--- src/rtl/if_fetch_ctrl_pkg.sv ---
// Shared widths and FSM state encoding for the instruction-fetch memory controller.
package if_fetch_ctrl_pkg;

    localparam int ADDR_LEN     = 32;
    localparam int INSN_LEN     = 32;
    localparam int LINE_TAG_LEN = ADDR_LEN - 4;
    localparam int LINE_LEN     = 4 * INSN_LEN;

    typedef enum logic [1:0] {
        FCTL_ST_IDLE  = 2'd0,
        FCTL_ST_REQ   = 2'd1,
        FCTL_ST_WAIT  = 2'd2,
        FCTL_ST_VALID = 2'd3
    } fctl_state_e;

endpackage

--- src/rtl/fetch_line_buf.sv ---
// One-entry line buffer: holds the last accepted imem line and its tag, and reports
// whether a candidate line address hits the buffered line.
module fetch_line_buf
    import if_fetch_ctrl_pkg::*;
(
    input  logic                    clk,
    input  logic                    reset,
    input  logic                    wr_en,
    input  logic [LINE_TAG_LEN-1:0] wr_line,
    input  logic [LINE_LEN-1:0]     wr_data,
    input  logic [LINE_TAG_LEN-1:0] cmp_line,
    output logic [LINE_LEN-1:0]     rd_data,
    output logic [LINE_TAG_LEN-1:0] buf_line,
    output logic                    hit
);

    logic [LINE_LEN-1:0]     line_buf_q, line_buf_d;
    logic [LINE_TAG_LEN-1:0] buf_line_q, buf_line_d;

    always_comb begin
        line_buf_d = line_buf_q;
        buf_line_d = buf_line_q;
        if (wr_en) begin
            line_buf_d = wr_data;
            buf_line_d = wr_line;
        end
    end

    always_ff @(posedge clk or posedge reset) begin
        if (reset) begin
            line_buf_q <= '0;
            buf_line_q <= '0;
        end else begin
            line_buf_q <= line_buf_d;
            buf_line_q <= buf_line_d;
        end
    end

    assign rd_data  = line_buf_q;
    assign buf_line = buf_line_q;
    assign hit      = (cmp_line == buf_line_q);

endmodule

--- src/rtl/if_fetch_ctrl.sv ---
// Fetch-side imem sequencer: owns the fetch PC, issues one line request at a time,
// buffers the returned line and drops responses made stale by a redirect.
module if_fetch_ctrl
    import if_fetch_ctrl_pkg::*;
#(
    parameter logic [ADDR_LEN-1:0] RESET_PC = 32'h0000_0000,
    parameter int                  CNT_LEN  = 32
) (
    input  logic                    clk,
    input  logic                    reset,
    input  logic [ADDR_LEN-1:0]     npc,
    input  logic                    stall_if,
    input  logic                    redirect,
    input  logic [ADDR_LEN-1:0]     redirect_pc,
    output logic [ADDR_LEN-1:0]     pc,
    output logic [LINE_LEN-1:0]     idata,
    output logic                    fetch_valid,
    output logic                    imem_req,
    output logic [LINE_TAG_LEN-1:0] imem_addr,
    input  logic                    imem_gnt,
    input  logic                    imem_rvalid,
    input  logic [LINE_LEN-1:0]     imem_rdata,
    output logic [CNT_LEN-1:0]      miss_cnt,
    output logic [CNT_LEN-1:0]      drop_cnt
);

    fctl_state_e             state_q, state_d;
    logic [ADDR_LEN-1:0]     pc_q, pc_d;
    logic [LINE_TAG_LEN-1:0] req_line_q, req_line_d;
    logic                    drop_pend_q, drop_pend_d;
    logic [CNT_LEN-1:0]      miss_cnt_q, miss_cnt_d;
    logic [CNT_LEN-1:0]      drop_cnt_q, drop_cnt_d;

    logic                    buf_wr;
    logic                    buf_hit;
    logic [LINE_TAG_LEN-1:0] buf_line;
    logic [LINE_TAG_LEN-1:0] cmp_line;
    logic [LINE_TAG_LEN-1:0] redirect_line;
    logic                    redirect_new_line;

    assign redirect_line     = redirect_pc[ADDR_LEN-1:4];
    // A redirect away from the in-flight line makes its eventual response stale.
    assign redirect_new_line = redirect && (redirect_line != req_line_q);
    assign cmp_line          = redirect ? redirect_line : npc[ADDR_LEN-1:4];

    fetch_line_buf u_line_buf (
        .clk      (clk),
        .reset    (reset),
        .wr_en    (buf_wr),
        .wr_line  (req_line_q),
        .wr_data  (imem_rdata),
        .cmp_line (cmp_line),
        .rd_data  (idata),
        .buf_line (buf_line),
        .hit      (buf_hit)
    );

    always_comb begin
        state_d     = state_q;
        pc_d        = pc_q;
        req_line_d  = req_line_q;
        drop_pend_d = drop_pend_q;
        miss_cnt_d  = miss_cnt_q;
        drop_cnt_d  = drop_cnt_q;
        buf_wr      = 1'b0;

        case (state_q)
            FCTL_ST_IDLE: begin
                state_d = FCTL_ST_REQ;
            end
            FCTL_ST_REQ: begin
                if (redirect) pc_d = redirect_pc;
                if (redirect_new_line) drop_pend_d = 1'b1;
                if (imem_gnt) begin
                    state_d    = FCTL_ST_WAIT;
                    miss_cnt_d = miss_cnt_q + CNT_LEN'(1);
                end
            end
            FCTL_ST_WAIT: begin
                if (redirect) pc_d = redirect_pc;
                if (redirect_new_line) drop_pend_d = 1'b1;
                if (imem_rvalid) begin
                    if (drop_pend_q || redirect_new_line) begin
                        drop_cnt_d  = drop_cnt_q + CNT_LEN'(1);
                        drop_pend_d = 1'b0;
                        state_d     = FCTL_ST_REQ;
                    end else begin
                        buf_wr  = 1'b1;
                        state_d = FCTL_ST_VALID;
                    end
                end
            end
            FCTL_ST_VALID: begin
                if (redirect) begin
                    pc_d    = redirect_pc;
                    state_d = buf_hit ? FCTL_ST_VALID : FCTL_ST_REQ;
                end else if (!stall_if) begin
                    pc_d    = npc;
                    state_d = buf_hit ? FCTL_ST_VALID : FCTL_ST_REQ;
                end
            end
            default: begin
                state_d = FCTL_ST_IDLE;
            end
        endcase

        // The request line is latched only on REQ entry so imem_addr stays stable until gnt.
        if (state_d == FCTL_ST_REQ && state_q != FCTL_ST_REQ) begin
            req_line_d = pc_d[ADDR_LEN-1:4];
        end
    end

    always_ff @(posedge clk or posedge reset) begin
        if (reset) begin
            state_q     <= FCTL_ST_IDLE;
            pc_q        <= RESET_PC;
            req_line_q  <= '0;
            drop_pend_q <= 1'b0;
            miss_cnt_q  <= '0;
            drop_cnt_q  <= '0;
        end else begin
            state_q     <= state_d;
            pc_q        <= pc_d;
            req_line_q  <= req_line_d;
            drop_pend_q <= drop_pend_d;
            miss_cnt_q  <= miss_cnt_d;
            drop_cnt_q  <= drop_cnt_d;
        end
    end

    assign pc          = pc_q;
    assign fetch_valid = (state_q == FCTL_ST_VALID);
    assign imem_req    = (state_q == FCTL_ST_REQ);
    assign imem_addr   = req_line_q;
    assign miss_cnt    = miss_cnt_q;
    assign drop_cnt    = drop_cnt_q;

endmodule
--- config.mk ---
export PLATFORM = sky130hd
export DESIGN_NAME = if_fetch_ctrl
export DESIGN_NICKNAME = d
export VERILOG_FILES = /design/src/rtl/if_fetch_ctrl_pkg.sv /design/src/rtl/fetch_line_buf.sv /design/src/rtl/if_fetch_ctrl.sv
export SDC_FILE = /design/constraint.sdc
export NUM_CORES = 1
export LEC_CHECK = 0
export CAP_MARGIN = 20
export CORE_MARGIN = 10
export CORE_UTILIZATION = 41
export DETAILED_ROUTE_END_ITERATION = 12
export HOLD_SLACK_MARGIN = 0.12
export PLACE_DENSITY_LB_ADDON = 0.25
export SYNTH_ARGS = -nofsm -noshare
export SYNTH_HDL_FRONTEND = slang
export SYNTH_HIERARCHICAL = 1
export SYNTH_SLANG_ARGS = --single-unit
--- constraint.sdc ---
create_clock -name clk -period 5.62 [get_ports clk]
set_input_delay 1.405 -clock clk [delete_from_list [all_inputs] [get_ports clk]]
set_output_delay 1.405 -clock clk [all_outputs]
set_load 0.05 [all_outputs]
After elaboration in Yosys (flattened, before gate mapping). Cells that the tools add are included.

Register bits after elaboration: 283. Word-level logic and storage cells: 49.

Equal/unequal tests: 9. Reductions and logical operators: 10. Multiplexer cells: 19. Add/sub/neg operators: 2.

Operators by type and width (count): $mux W32 (3); $add A32 B1 Y32 const B (2); $pmux W32 S2 (1); $eq A28 B28 Y1 (1); $mux W28 (1); $ne A28 B28 Y1 (1); $mux W2 (6); $pmux W2 S4 (1); $mux W1 (6); $reduce_and A3 Y1 (2); $eq A2 B1 Y1 const B (2); $eq A2 B2 Y1 const B (2); $ne A2 B1 Y1 const B (2); $reduce_bool A2 Y1 (2); $ne A3 B3 Y1 const B (1); $logic_and A1 B1 Y1 (2); $logic_not A2 Y1 (1); $pmux W1 S2 (1); $reduce_and A2 Y1 (1); $reduce_or A2 Y1 (1); $logic_or A1 B1 Y1 (1).

Longest topological paths before layout. Gate-level depths: netlist of the first run.

Word-level depth: 8. Gate-level depth with buffers: 14. Mapped depth without buffers: 10.

Modules after synthesis. Netlist of the first run, hierarchy kept.

By module, submodules not included: if_fetch_ctrl (area an instance 6438.7 µm², times used 1, cells an instance 566); fetch_line_buf (area an instance 6134.6 µm², times used 1, cells an instance 367).

Worst setup path after synthesis of the first run. No wires, ideal clock.

Path kind: input to register. Start: in redirect. End: reg req_line_q[0] (netlist: imem_addr[0]). Setup time: 125 ps. Data required time: 5495 ps. Buffers on the path: 4. Path slack: 1590 ps. Arrival time: 3905 ps. Cell stages on the path: 14. Path through: buf_2 > clkbuf_1 > mux2_2 > xor2_1 > nor4_1 > nand4_1 > nor4_2 > mux2i_1 > nor2b_1 > o21bai_1 > o311a_1 > buf_6 > buf_6 > mux2_4.

Longest elaborated chain between the ends: 8. Elaborated cells on any way between the ends: 15. Classes of those cells: 2 x eq/ne; 10 x mux; 3 x reduce/logical.

Ends and longest elaborated chain: start: declaration (RTL line if_fetch_ctrl.sv:13) `input logic redirect,`; $mux W28 * (RTL line if_fetch_ctrl.sv:44) `assign cmp_line = redirect ? redirect_line : npc[ADDR_LEN-1:4];`; via cmp_line[18] (RTL line if_fetch_ctrl.sv:37) `logic [LINE_TAG_LEN-1:0] cmp_line;`; $eq A28 B28 Y1 * (RTL line fetch_line_buf.sv:41) `assign hit = (cmp_line == buf_line_q);`; via buf_hit (RTL line if_fetch_ctrl.sv:35) `logic buf_hit;`; $mux W2 * (RTL line if_fetch_ctrl.sv:96, if_fetch_ctrl.sv:99); $mux W2 (RTL line if_fetch_ctrl.sv:97) `end else if (!stall_if) begin`; $mux W2 * (RTL line if_fetch_ctrl.sv:94) `if (redirect) begin`; $pmux W2 S4 * (RTL line if_fetch_ctrl.sv:67) `case (state_q)`; $eq A2 B1 Y1 * (RTL line if_fetch_ctrl.sv:108) `if (state_d == FCTL_ST_REQ && state_q != FCTL_ST_REQ) begin`; $logic_and A1 B1 Y1 * (RTL line if_fetch_ctrl.sv:108); end signal: assignment (RTL line if_fetch_ctrl.sv:124) `req_line_q <= req_line_d;`; end: declaration (RTL line if_fetch_ctrl.sv:29) `logic [LINE_TAG_LEN-1:0] req_line_q, req_line_d;`.

Mark *: on every way through the listed nets, which the timed path passes. The rest lies on a longest branch. The select of a mux whose other input is x is not followed. A chain may end at the register's enable or synchronous reset.

Worst setup path after layout of the first run.
Start: in redirect. End: reg req_line_q[26] (netlist: imem_addr[26]).

The elaborated chain is that of the path after synthesis.

==> results.md, run 1 <==
• finished clean — run status
• 38,070 um2 — die outline area
• 0 — GR Overflow Total
• 21.97% — overall fraction of global-route tracks in use
• 0.8052 — final weighted congestion of routability-driven global placement
• 40 — number of different library cells in the post-synthesis netlist
• 6.01 ns — required time at the endpoint of the critical path
• 56.32% — top cell type's share of synthesized area
• 933 — cells after synthesis
• 35 — Crit Path Max Fanout
• 0 — number of enable flip-flop cells after synthesis
• 30,430 um2 — Core Region
• 0 — total of cells resized after clock tree synthesis
• primary input to flip-flop — type of the worst setup path
• 0.02585 ns — largest clock skew in the final design
• 2,434 — number of filler cells placed in the layout
• 64 — Core Rows
• 5 — number of iterations in the first detailed-routing pass
• primary input — Worst Setup Start Kind
• flip-flop to flip-flop — class of the worst hold path
• 2.64 ns — reg-to-reg slack, setup
• 10,360 — vias in the first global route
• 32,630 um — HPWL after detailed placement
• 23.72 um — per-cell routed wire length
• 43,060 um — Total Wirelength
• 41.32% — initial core utilization
• 12,570 um2 — Post-Synthesis Cell Area
• 0 — final-report setup violation count
• sky130_fd_sc_hd__clkbuf_16 — Root Buffer
• sky130_fd_sc_hd__dfrtp_1 — library cell with the largest summed area after synthesis
• 283 — count of clock tree sinks
• 501 — initial detailed-routing violation count
• 452 — io pins
• 0.52 ns — worst-skew pair later-pin latency
• 1,596 — Layout Nets
• 195.1 um — DIE HEIGHT
• 4.266 ns — final critical-path required period
• 195.1 um — x dimension of the die
• flip-flop — CP Capture Type
• 56.32% — portion of the post-synthesis area used by sequential elements
• 0 — number of buffers added to fix hold violations after cts
• 8.301 nW — leakage power summed over all cells
• 1,749 — cell total after placement
• 1,138 — number of nets in the synthesized netlist
• 75.91% — fraction of the cycle the final worst path needs
• 9,560 — total via count after detailed routing
• 1.027 ns — Tightest Pin Transition
• sky130_fd_sc_hd__dfrtp_1, sky130_fd_sc_hd__mux2_2, sky130_fd_sc_hd__xnor2_1 — biggest area contributors in the synthesized netlist
• no — unrepaired setup endpoints after global routing
• 48.96% — area added between synthesis and finish
• 283 — flops & latches, synth
• 6 — number of warnings issued by yosys
• 65,850 um — wire length of the first global-routing pass
• 1,815 — non-filler instance count after layout
• 0.05 ns — Clock Pin Slew Worst Setup and Hold Paths
• 100.0% — asr flop ratio synth
• 0 — total setup buffers inserted after CTS
• 451 — number of buffers inserted by port buffering
• yes — TritonCTS clock tree
• 126 — maximum number of pins on one net before global-route repair
• 0 — max-cap viol count
• 35 — TritonCTS buffer count
• 5.267 — mean number of vias per cell
• 4 — number of antenna violations at the first check in global routing
• 234.4 MHz — upper clock frequency limit
• 0 — remaining antenna violation count after routing
• 2 — depth of the CTS H-tree
• 0 ns — Sum Neg Setup Slack
• 0 — final hold violation count
• 468.6 nW/um2 — pwr dens
• 20.78% — fraction of final layout cells sized beyond drive strength 1
• 272.1 uV — Worst VDD drop
• 0 — final count of pins violating max slew
• 13.48 um2 — syn_area_per_cell
• sky130_fd_sc_hd__dfrtp_1 — most frequently used flop master after synthesis
• 3 — largest buffer count on any clock path
• 31.52% — worst slew slack as a fraction of its limit
• 0 — Remaining DRCs
• 4.66 ns — WP data arrival
[where the power goes]
group / switching, W / internal (W) / leakage (nW)
clock: 0.000877 / 0.00150 / 0.601
sequential: 0.000327 / 0.00244 / 3.86
combinational: 0.00227 / 0.00136 / 3.84
total: 0.00348 / 0.00530 / 8.30
[worst paths after layout]
check                              start                 endpoint  depth (start not counted)
max                             redirect            imem_addr[26]                         11
min                         miss_cnt[31]             miss_cnt[31]                          1
max reg2reg                imem_addr[14]   u_line_buf/rd_data[62]                          7
min reg2reg                 miss_cnt[31]             miss_cnt[31]                          1
max in group asynchronous          reset  u_line_buf/rd_data[127]                          3
min in group asynchronous          reset               state_q[1]                          2
[per-stage QoR]
step	power, W	util (%)	hold slack, ns	setup slack [ns]	area [um2]
after detailed placement	0.006399	57.36	0.4622	0.8499	17460
after global routing	0.009131	61.54	0.4973	1.129	18730
after floorplan	0.005058	-	0.5010	0.008494	12570
after CTS	0.008824	61.43	0.4734	1.379	18690
after global placement	0.006354	57.27	0.4558	0.9457	17430
final	0.008776	61.55	0.4728	1.354	18730
[synthesized netlist by cell type, types with 2 or more instances]
cell and number:
sky130_fd_sc_hd__dfrtp_1 283, sky130_fd_sc_hd__mux2_2 194, sky130_fd_sc_hd__xnor2_1 88, sky130_fd_sc_hd__nand2_1 52
sky130_fd_sc_hd__nand4_1 33, sky130_fd_sc_hd__a22oi_1 32, sky130_fd_sc_hd__xor2_1 30, sky130_fd_sc_hd__o221ai_1 28
sky130_fd_sc_hd__clkbuf_1 21, sky130_fd_sc_hd__nand3_1 21, sky130_fd_sc_hd__mux2_4 20, sky130_fd_sc_hd__nor2_1 20
sky130_fd_sc_hd__and3_1 18, sky130_fd_sc_hd__buf_6 13, sky130_fd_sc_hd__a21oi_1 11, sky130_fd_sc_hd__and4_1 8
sky130_fd_sc_hd__inv_1 8, sky130_fd_sc_hd__ha_1 7, sky130_fd_sc_hd__nor2b_1 7, sky130_fd_sc_hd__buf_4 6
sky130_fd_sc_hd__nor4_1 5, sky130_fd_sc_hd__nor3_1 4, sky130_fd_sc_hd__and2_1 3, sky130_fd_sc_hd__a31oi_1 2
sky130_fd_sc_hd__and2_0 2, sky130_fd_sc_hd__buf_2 2, sky130_fd_sc_hd__o21ai_0 2
[worst max-delay path, stage by stage]
cell and delay, ns:
sky130_fd_sc_hd__buf_2 0.65, sky130_fd_sc_hd__mux2_2 0.43, sky130_fd_sc_hd__xor2_1 0.16, sky130_fd_sc_hd__nor4_1 0.09, sky130_fd_sc_hd__nand4_1 0.14, sky130_fd_sc_hd__nor4_2 0.05
sky130_fd_sc_hd__mux2i_1 0.13, sky130_fd_sc_hd__nor2b_1 0.06, sky130_fd_sc_hd__o21bai_1 0.18, sky130_fd_sc_hd__o311a_2 0.91, sky130_fd_sc_hd__mux2_2 0.42
[area by class of cell]
| type | instances | area (um2) | area share, % |
|---|---|---|---|
| clock inverters | 9 | 165.2 | 0.8818 |
| multi-input cells | 600 | 5204 | 27.78 |
| diodes | 4 | 10.01 | 0.05344 |
| well taps | 396 | 495.5 | 2.645 |
| repair buffers | 463 | 4664 | 24.90 |
| flip-flops and latches | 283 | 7082 | 37.81 |
| inverters | 8 | 37.54 | 0.2004 |
| clock buffers | 52 | 1071 | 5.719 |
[layer usage]
metal / up-vias / wire length [um] / global-route usage [%]
li1: 4306 / - / -
met1: 4790 / 16180 / 25.05
met2: 394 / 21940 / 37.70
met3: 70 / 3856 / 7.931
met4: 0 / 1077 / 6.731
met5: - / 0 / 0
[kinds of logic (layout without fill, tap and decap cells)]
group / after synthesis / after routing / synth area share (%)
other: 0 / 4 / 0
flip-flops: 283 / 283 / 56.32
XOR/XNOR: 118 / 118 / 8.220
AO/OA/AOI/OAI: 81 / 81 / 4.846
buffers and inverters: 50 / 532 / 2.468
AND/OR/NAND/NOR: 179 / 179 / 7.603
multiplexers: 215 / 215 / 19.84
adder cells (fa/ha/maj): 7 / 7 / 0.6966
[sequential cells by signal (all words and copies together), names as in the netlist]
name	cells
drop_cnt	32
drop_pend_q	1
imem_addr	28
miss_cnt	32
pc	32
state_q	2
u_line_buf/buf_line	28
u_line_buf/rd_data	128
[layout by cell type (no fill, tap or decap), types with 2 or more instances in the layout]
| master | netlist | final |
|---|---|---|
| sky130_fd_sc_hd__nand4_1 | 33 | 33 |
| sky130_fd_sc_hd__a31oi_1 | 2 | 2 |
| sky130_fd_sc_hd__and4_1 | 8 | 8 |
| sky130_fd_sc_hd__inv_1 | 8 | 6 |
| sky130_fd_sc_hd__dfrtp_1 | 283 | 283 |
| sky130_fd_sc_hd__nor3_1 | 4 | 3 |
| sky130_fd_sc_hd__o221ai_1 | 28 | 28 |
| sky130_fd_sc_hd__nand2_1 | 52 | 52 |
| sky130_fd_sc_hd__buf_16 | 0 | 2 |
| sky130_fd_sc_hd__xor2_1 | 30 | 30 |
| sky130_fd_sc_hd__clkbuf_8 | 0 | 11 |
| sky130_fd_sc_hd__clkdlybuf4s50_1 | 0 | 450 |
| sky130_fd_sc_hd__buf_12 | 0 | 2 |
| sky130_fd_sc_hd__o21ai_0 | 2 | 2 |
| sky130_fd_sc_hd__xnor2_1 | 88 | 88 |
| sky130_fd_sc_hd__nor2_1 | 20 | 19 |
| sky130_fd_sc_hd__nor4_1 | 5 | 5 |
| sky130_fd_sc_hd__clkinvlp_4 | 0 | 2 |
| sky130_fd_sc_hd__a22oi_1 | 32 | 32 |
| sky130_fd_sc_hd__bufinv_16 | 0 | 4 |
| sky130_fd_sc_hd__ha_1 | 7 | 7 |
| sky130_fd_sc_hd__nor2b_1 | 7 | 6 |
| sky130_fd_sc_hd__and2_0 | 2 | 2 |
| sky130_fd_sc_hd__diode_2 | 0 | 4 |
| sky130_fd_sc_hd__inv_6 | 0 | 2 |
| sky130_fd_sc_hd__nand3_1 | 21 | 21 |
| sky130_fd_sc_hd__and2_1 | 3 | 3 |
| sky130_fd_sc_hd__buf_4 | 6 | 8 |
| sky130_fd_sc_hd__mux2_2 | 194 | 194 |
| sky130_fd_sc_hd__clkbuf_16 | 0 | 36 |
| sky130_fd_sc_hd__clkbuf_1 | 21 | 5 |
| sky130_fd_sc_hd__mux2_4 | 20 | 20 |
| sky130_fd_sc_hd__a21oi_1 | 11 | 10 |
| sky130_fd_sc_hd__and3_1 | 18 | 18 |
No activity file was read; power rests on OpenSTA's default activity.
==> run 2, diff against run 1 <==
==> constraint.sdc (replaced) <==
create_clock -name clk -period 3.55 [get_ports clk]
set_input_delay 0.8875 -clock clk [delete_from_list [all_inputs] [get_ports clk]]
set_output_delay 0.8875 -clock clk [all_outputs]
set_load 0.05 [all_outputs]
==> results.md, run 2 (synthesis results as in run 1) <==
• finished clean — run status
• 720.8 nW/um2 — pwr dens, +54%
• 33,720 um — HPWL after detailed placement, +3.4%
• 3548 um — met3 WL post-DR, -8.0%
• 0.95 ns — reg-to-reg slack, setup, -1.69 ns
• sky130_fd_sc_hd__clkdlybuf4s50_1, sky130_fd_sc_hd__dfrtp_1, sky130_fd_sc_hd__mux2_2 — top library cells by usage in the layout, fill and taps aside
• 476 — initial detailed-routing violation count, -5.0%
• miss_cnt[31] — Crit Reg-Reg Endpoint
• 10,540 — vias in the first global route, +1.7%
• 25.8% — clock group share of total power, -1.3 points
• 0.7122 ns — Tightest Pin Transition, -0.3151 ns
• 5 — number of iterations in the first detailed-routing pass, unchanged
• sky130_fd_sc_hd__clkbuf_16 — Root Buffer
• yes — TritonCTS clock tree
• state_q[1] — worst flop-to-flop path startpoint
• imem_addr[14] — end point of the critical path
• 195.1 um — x dimension of the die, unchanged
• 1,870 — non-filler instance count after layout, +3.0%
• 3 — Buf+Inv Stages, Crit Path, +2
• 65,700 um — wire length of the first global-routing pass, -0.22%
• 0 — total setup buffers inserted after CTS, unchanged
• 0 — number of buffers added to fix hold violations after cts, unchanged
• 13 — count of cell instances traversed by the critical path, +2
• 0.005517 W — sw power, +59%
• 43,460 um — Total Wirelength, +0.92%
• 0 — final-report setup violation count, unchanged
• sky130_fd_sc_hd__clkdlybuf4s50_1 — critical path's slowest cell
• 0.06 ns — Clock Pin Slew Worst Setup and Hold Paths, about the same
• 34 — TritonCTS buffer count, -2.9%
• 0 — max-cap viol count, unchanged
• 1,651 — Layout Nets, +3.4%
• 498.2 uV — Worst VDD drop, +83%
• 5.160 — mean number of vias per cell, -2.0%
• 0 — Remaining DRCs, unchanged
• 8.587 nW — leakage power summed over all cells, +3.4%
• 64 — Core Rows, unchanged
• 9,649 — total via count after detailed routing, +0.93%
• 31.6% — Sequential Power Share, about the same
• 39.81% — fraction of power spent switching nets, +0.21 points
• 3.222 ns — final critical-path required period
• 0 — remaining antenna violation count after routing, unchanged
• 3 — largest buffer count on any clock path, unchanged
• flip-flop — CP Capture Type
• 310.4 MHz — upper clock frequency limit
• 41.32% — initial core utilization, unchanged
• 2 — depth of the CTS H-tree, unchanged
• 30,430 um2 — Core Region, unchanged
• 3.93 ns — required time at the endpoint of the critical path, -2.08 ns
• 9 — Crit Path Max Fanout, -74%
• flip-flop to flip-flop — class of the worst hold path
• 283 — count of clock tree sinks, unchanged
• 38,070 um2 — die outline area, unchanged
• 0.01638 ns — largest clock skew in the final design, -0.009472 ns
• clkdlybuf4s50_1 -> mux2_2 -> xor2_1 -> nor4_1 -> buf_4 -> nand4_1 -> nor4_2 -> mux2i_1 -> nor2b_1 -> o21bai_1 -> o311a_2 -> buf_12 -> mux2_4 — cell chain of the critical path
• 2 — number of antenna violations at the first check in global routing, -2
• primary input to flip-flop — type of the worst setup path
• 0 — total of cells resized after clock tree synthesis, unchanged
• 451 — number of buffers inserted by port buffering, unchanged
• 18,040 um2 — Cell Area, Placed, +3.3%
• 0.45 ns — peak per-stage delay on the critical path, -0.46 ns
• 19,220 um2 — fin area, +2.6%
• 23.24 um — per-cell routed wire length, -2.0%
• buffers and inverters — Crit path max-delay family
• 0.8525 — final weighted congestion of routability-driven global placement, +5.9%
• 8 — worst-case reg-to-reg path depth, +1
• 452 — io pins, unchanged
• 3.60 ns — WP data arrival, -1.06 ns
• 195.1 um — DIE HEIGHT, unchanged
• 23.73% — fraction of final layout cells sized beyond drive strength 1, +2.9 points
• 42.5% — combinational share of power, +1.1 points
• 16,430 um — Met1 Wirelength, +1.5%
• 90.75% — fraction of the cycle the final worst path needs
• 0 ns — Sum Neg Setup Slack, unchanged
• 0.008339 W — cell internal power dissipation, +57%
• sky130_fd_sc_hd__clkdlybuf4s50_1 — most frequent standard cell in the layout excluding fill and tap cells
• 0 — final count of pins violating max slew, unchanged
• met4 — top routing layer used
• 52.37% — worst slew slack as a fraction of its limit, +21 points
• 22.02% — overall fraction of global-route tracks in use, +0.051 points
• 22,410 um — routed wl met2, +2.1%
• redirect_pc[24] — launch point of the critical path
• 0 — GR Overflow Total, unchanged
• 63.17% — utilization of the core after routing, +1.6 points
• 52.89% — area added between synthesis and finish
• 0.50 ns — worst-skew pair later-pin latency, -0.02 ns
• 1,806 — cell total after placement, +3.3%
• 128 — flip-flop count of the largest register, all copies and words added, unchanged
• primary input — Worst Setup Start Kind
• no — unrepaired setup endpoints after global routing
• 0 — final hold violation count, unchanged
• 64 — maximum number of pins on one net before global-route repair, -49%
==> run 2: cell count changes in the layout (fill, tap and decap cells not counted), sizes merged <==
cell	previous run	this run
clkinvlp	2	3
buf	13	69
bufinv	4	1
clkbuf	52	55
inv	9	7
clkinv	2	3
diode	4	3
==> run 2: per-layer routing <==
metal  vias up  global-route usage (%)
met4         0                   7.325
met3        59                   7.451
met1      4850                   24.74
li1       4406                       -
met5         -                       0
met2       334                   38.32
==> run 2: stage by stage <==
step,hold slack [ns],setup slack (ns),total power (W)
3_5_place_dp,0.4675,-0.1543,0.01035
6_report,0.4726,0.3285,0.01386
5_1_grt,0.4938,0.1816,0.01442
4_1_cts,0.4796,0.3394,0.01399
3_3_place_gp,0.4607,-0.1484,0.01029
2_1_floorplan,0.5010,0.03752,0.008008
==> run 2: power by group through the flow <==
stage | Clock (W) | Combinational, W | Sequential (W)
floorplan | 0 | 0.00171 | 0.00630
global placement | 0 | 0.00589 | 0.00440
detailed placement | 0 | 0.00592 | 0.00443
CTS | 0.00366 | 0.00595 | 0.00438
global route | 0.00378 | 0.00616 | 0.00447
finish | 0.00358 | 0.00589 | 0.00438
==> run 2: worst min-delay path by stage <==
stage                            from                     end  cells past startpoint
2_1_floorplan  u_line_buf/buf_line[0]  u_line_buf/buf_line[0]                      1
3_3_place_gp             miss_cnt[31]            miss_cnt[31]                      1
3_5_place_dp             miss_cnt[31]            miss_cnt[31]                      1
4_1_cts                  miss_cnt[31]            miss_cnt[31]                      1
5_1_grt                  drop_cnt[31]            drop_cnt[31]                      1
6_report                 miss_cnt[31]            miss_cnt[31]                      1
==> run 2: final cells by class <==
type | count | area [um2]
clock buffers | 55 | 1114
diodes | 3 | 7.507
repair buffers | 519 | 5220
well taps | 396 | 495.5
clock inverters | 6 | 63.81
inverters | 8 | 37.54
flip-flops and latches | 283 | 7082
fillers | 2404 | 11210
multi-input cells | 600 | 5204
==> run 3, diff against run 2 <==
--- a/config.mk
+++ b/config.mk
@@ -8,6 +8,7 @@
 export CAP_MARGIN = 20
 export CORE_MARGIN = 10
 export CORE_UTILIZATION = 41
+export CTS_BUF_LIST = sky130_fd_sc_hd__clkbuf_4 sky130_fd_sc_hd__clkbuf_8 sky130_fd_sc_hd__clkbuf_16
 export DETAILED_ROUTE_END_ITERATION = 12
 export HOLD_SLACK_MARGIN = 0.12
 export PLACE_DENSITY_LB_ADDON = 0.25
==> results.md, run 3 (synthesis results as in run 1) <==
• finished clean — run status
• 0 — GR Overflow Total, unchanged
• 3.236 ns — final critical-path required period, +0.01457 ns
• 195.1 um — x dimension of the die, unchanged
• flip-flop — CP Capture Type
• flip-flop to flip-flop — class of the worst hold path
• 24.13% — fraction of final layout cells sized beyond drive strength 1, +0.41 points
• 451 — number of buffers inserted by port buffering, unchanged
• 5.176 — mean number of vias per cell, +0.32%
• 64 — Core Rows, unchanged
• 8 — worst-case reg-to-reg path depth, unchanged
• 309.0 MHz — upper clock frequency limit, -0.45%
• 722.3 nW/um2 — pwr dens, +0.21%
• no — unrepaired setup endpoints after global routing
• 5 — number of iterations in the first detailed-routing pass, unchanged
• sky130_fd_sc_hd__clkdlybuf4s50_1 — most frequent standard cell in the layout excluding fill and tap cells
• 34 — TritonCTS buffer count, unchanged
• 0 — final hold violation count, unchanged
• 52.67% — worst slew slack as a fraction of its limit, +0.30 points
• 64 — maximum number of pins on one net before global-route repair, unchanged
• 0.7077 ns — Tightest Pin Transition, -0.004468 ns
• 3.93 ns — required time at the endpoint of the critical path, about the same
• 452 — io pins, unchanged
• 23.21 um — per-cell routed wire length, -0.10%
• 0.95 ns — reg-to-reg slack, setup, about the same
• 195.1 um — DIE HEIGHT, unchanged
• 2,398 — number of filler cells placed in the layout, -0.25%
• 0.44 ns — peak per-stage delay on the critical path, about the same
• 1,651 — Layout Nets, unchanged
• 9 — Crit Path Max Fanout, unchanged
• primary input to flip-flop — type of the worst setup path
• 0 — final count of pins violating max slew, unchanged
• 452 — initial detailed-routing violation count, -5.0%
• 0 — Remaining DRCs, unchanged
• 0.06 ns — Clock Pin Slew Worst Setup and Hold Paths, about the same
• miss_cnt[31] — Crit Reg-Reg Endpoint
• 8.607 nW — leakage power summed over all cells, +0.24%
• 2 — number of antenna violations at the first check in global routing, unchanged
• 0.4727 ns — Min Hold Slack, +0.0001290 ns
• 0.8525 — final weighted congestion of routability-driven global placement, unchanged
• 22.02% — overall fraction of global-route tracks in use, about the same
• 3.62 ns — WP data arrival, +0.02 ns
• 65,700 um — wire length of the first global-routing pass, unchanged
• 3 — largest buffer count on any clock path, unchanged
• redirect_pc[24] — launch point of the critical path
• 33,720 um — HPWL after detailed placement, unchanged
• sky130_fd_sc_hd__clkdlybuf4s50_1, sky130_fd_sc_hd__dfrtp_1, sky130_fd_sc_hd__mux2_2 — top library cells by usage in the layout, fill and taps aside
• 43,410 um — Total Wirelength, -0.10%
• 0 — total setup buffers inserted after CTS, unchanged
• yes — TritonCTS clock tree
• 0 — total of cells resized after clock tree synthesis, unchanged
• 9,680 — total via count after detailed routing, +0.32%
• 91.16% — fraction of the cycle the final worst path needs, +0.41 points
• 53.07% — area added between synthesis and finish
• imem_addr[14] — end point of the critical path
• state_q[1] — worst flop-to-flop path startpoint
• 128 — flip-flop count of the largest register, all copies and words added, unchanged
• primary input — Worst Setup Start Kind
• 0 — max-cap viol count, unchanged
• 1,806 — cell total after placement, unchanged
• 0 — final-report setup violation count, unchanged
• clkdlybuf4s50_1 -> mux2_2 -> xor2_1 -> nor4_1 -> buf_4 -> nand4_1 -> nor4_2 -> mux2i_1 -> nor2b_1 -> o21bai_1 -> o311a_2 -> buf_12 -> mux2_4 — cell chain of the critical path
• 63.25% — utilization of the core after routing, +0.074 points
• 1,870 — non-filler instance count after layout, unchanged
• 497.8 uV — Worst VDD drop, about the same
• 38,070 um2 — die outline area, unchanged
• 0.51 ns — worst-skew pair later-pin latency, about the same
• sky130_fd_sc_hd__clkbuf_16 — Root Buffer
• 0 — number of buffers added to fix hold violations after cts, unchanged
• 30,430 um2 — Core Region, unchanged
• sky130_fd_sc_hd__clkdlybuf4s50_1 — critical path's slowest cell
• 0 — remaining antenna violation count after routing, unchanged
• 41.32% — initial core utilization, unchanged
• 283 — count of clock tree sinks, unchanged
• 10,530 — vias in the first global route, -0.085%
• 0.01713 ns — largest clock skew in the final design, +0.0007546 ns
• 2 — depth of the CTS H-tree, unchanged
• 0.01390 W — overall power of the completed layout, +0.33%
run 3: metrics by stage:
step                worst slack [ns]  cell area (um2)  TNS, ns
CTS                           0.3394            19240        0
global placement             -0.1484            18040   -3.867
global route                  0.1816            19240        0
detailed placement           -0.1543            18040   -3.950
floorplan                    0.03752            12580        0
finish                        0.3139            19250        0
run 3: critical path: cells and delay by family:
| family | cells | cell delay [ns] |
|---|---|---|
| AOI/OAI and AO/OA | 2 | 0.31 |
| muxes | 3 | 0.69 |
| xor gates and xnor gates | 1 | 0.14 |
| buffers and inverters | 3 | 0.79 |
| and+or+nand+nor | 4 | 0.78 |
run 3: routing by layer:
metal | vias to the layer above | wire length (um) | track usage (%)
met5 | - | 0 | 0
met4 | 0 | 1130 | 7.155
met3 | 60 | 3637 | 7.434
met2 | 347 | 22400 | 38.41
met1 | 4859 | 16240 | 24.76
li1 | 4414 | - | -
run 3: worst min-delay path by stage:
| stage | start | end | slack [ns] | cells past startpoint |
|---|---|---|---|---|
| 5_1_grt | drop_cnt[31] | drop_cnt[31] | 0.49 | 1 |
| 2_1_floorplan | u_line_buf/buf_line[0] | u_line_buf/buf_line[0] | 0.50 | 1 |
| 4_1_cts | miss_cnt[31] | miss_cnt[31] | 0.48 | 1 |
| 6_report | miss_cnt[31] | miss_cnt[31] | 0.47 | 1 |
| 3_3_place_gp | miss_cnt[31] | miss_cnt[31] | 0.46 | 1 |
| 3_5_place_dp | miss_cnt[31] | miss_cnt[31] | 0.47 | 1 |
run 3: layout make-up:
| cell class | count | area, um2 | area share, % |
|---|---|---|---|
| timing repair buffer | 519 | 5220 | 27.12 |
| multi-input combinational | 600 | 5204 | 27.04 |
| inverter | 8 | 37.54 | 0.1950 |
| antenna | 3 | 7.507 | 0.03901 |
| clock buffer | 55 | 1136 | 5.903 |
| sequential | 283 | 7082 | 36.80 |
| tap | 396 | 495.5 | 2.574 |
| clock inverter | 6 | 63.81 | 0.3316 |
run 3: report_power, final:
part	internal [W]	total, W	switching, W	leakage, nW
Clock	0.00227	0.00363	0.00136	0.602
Sequential	0.00386	0.00438	0.000520	3.86
Combinational	0.00226	0.00589	0.00363	4.15
Total	0.00839	0.0139	0.00552	8.61
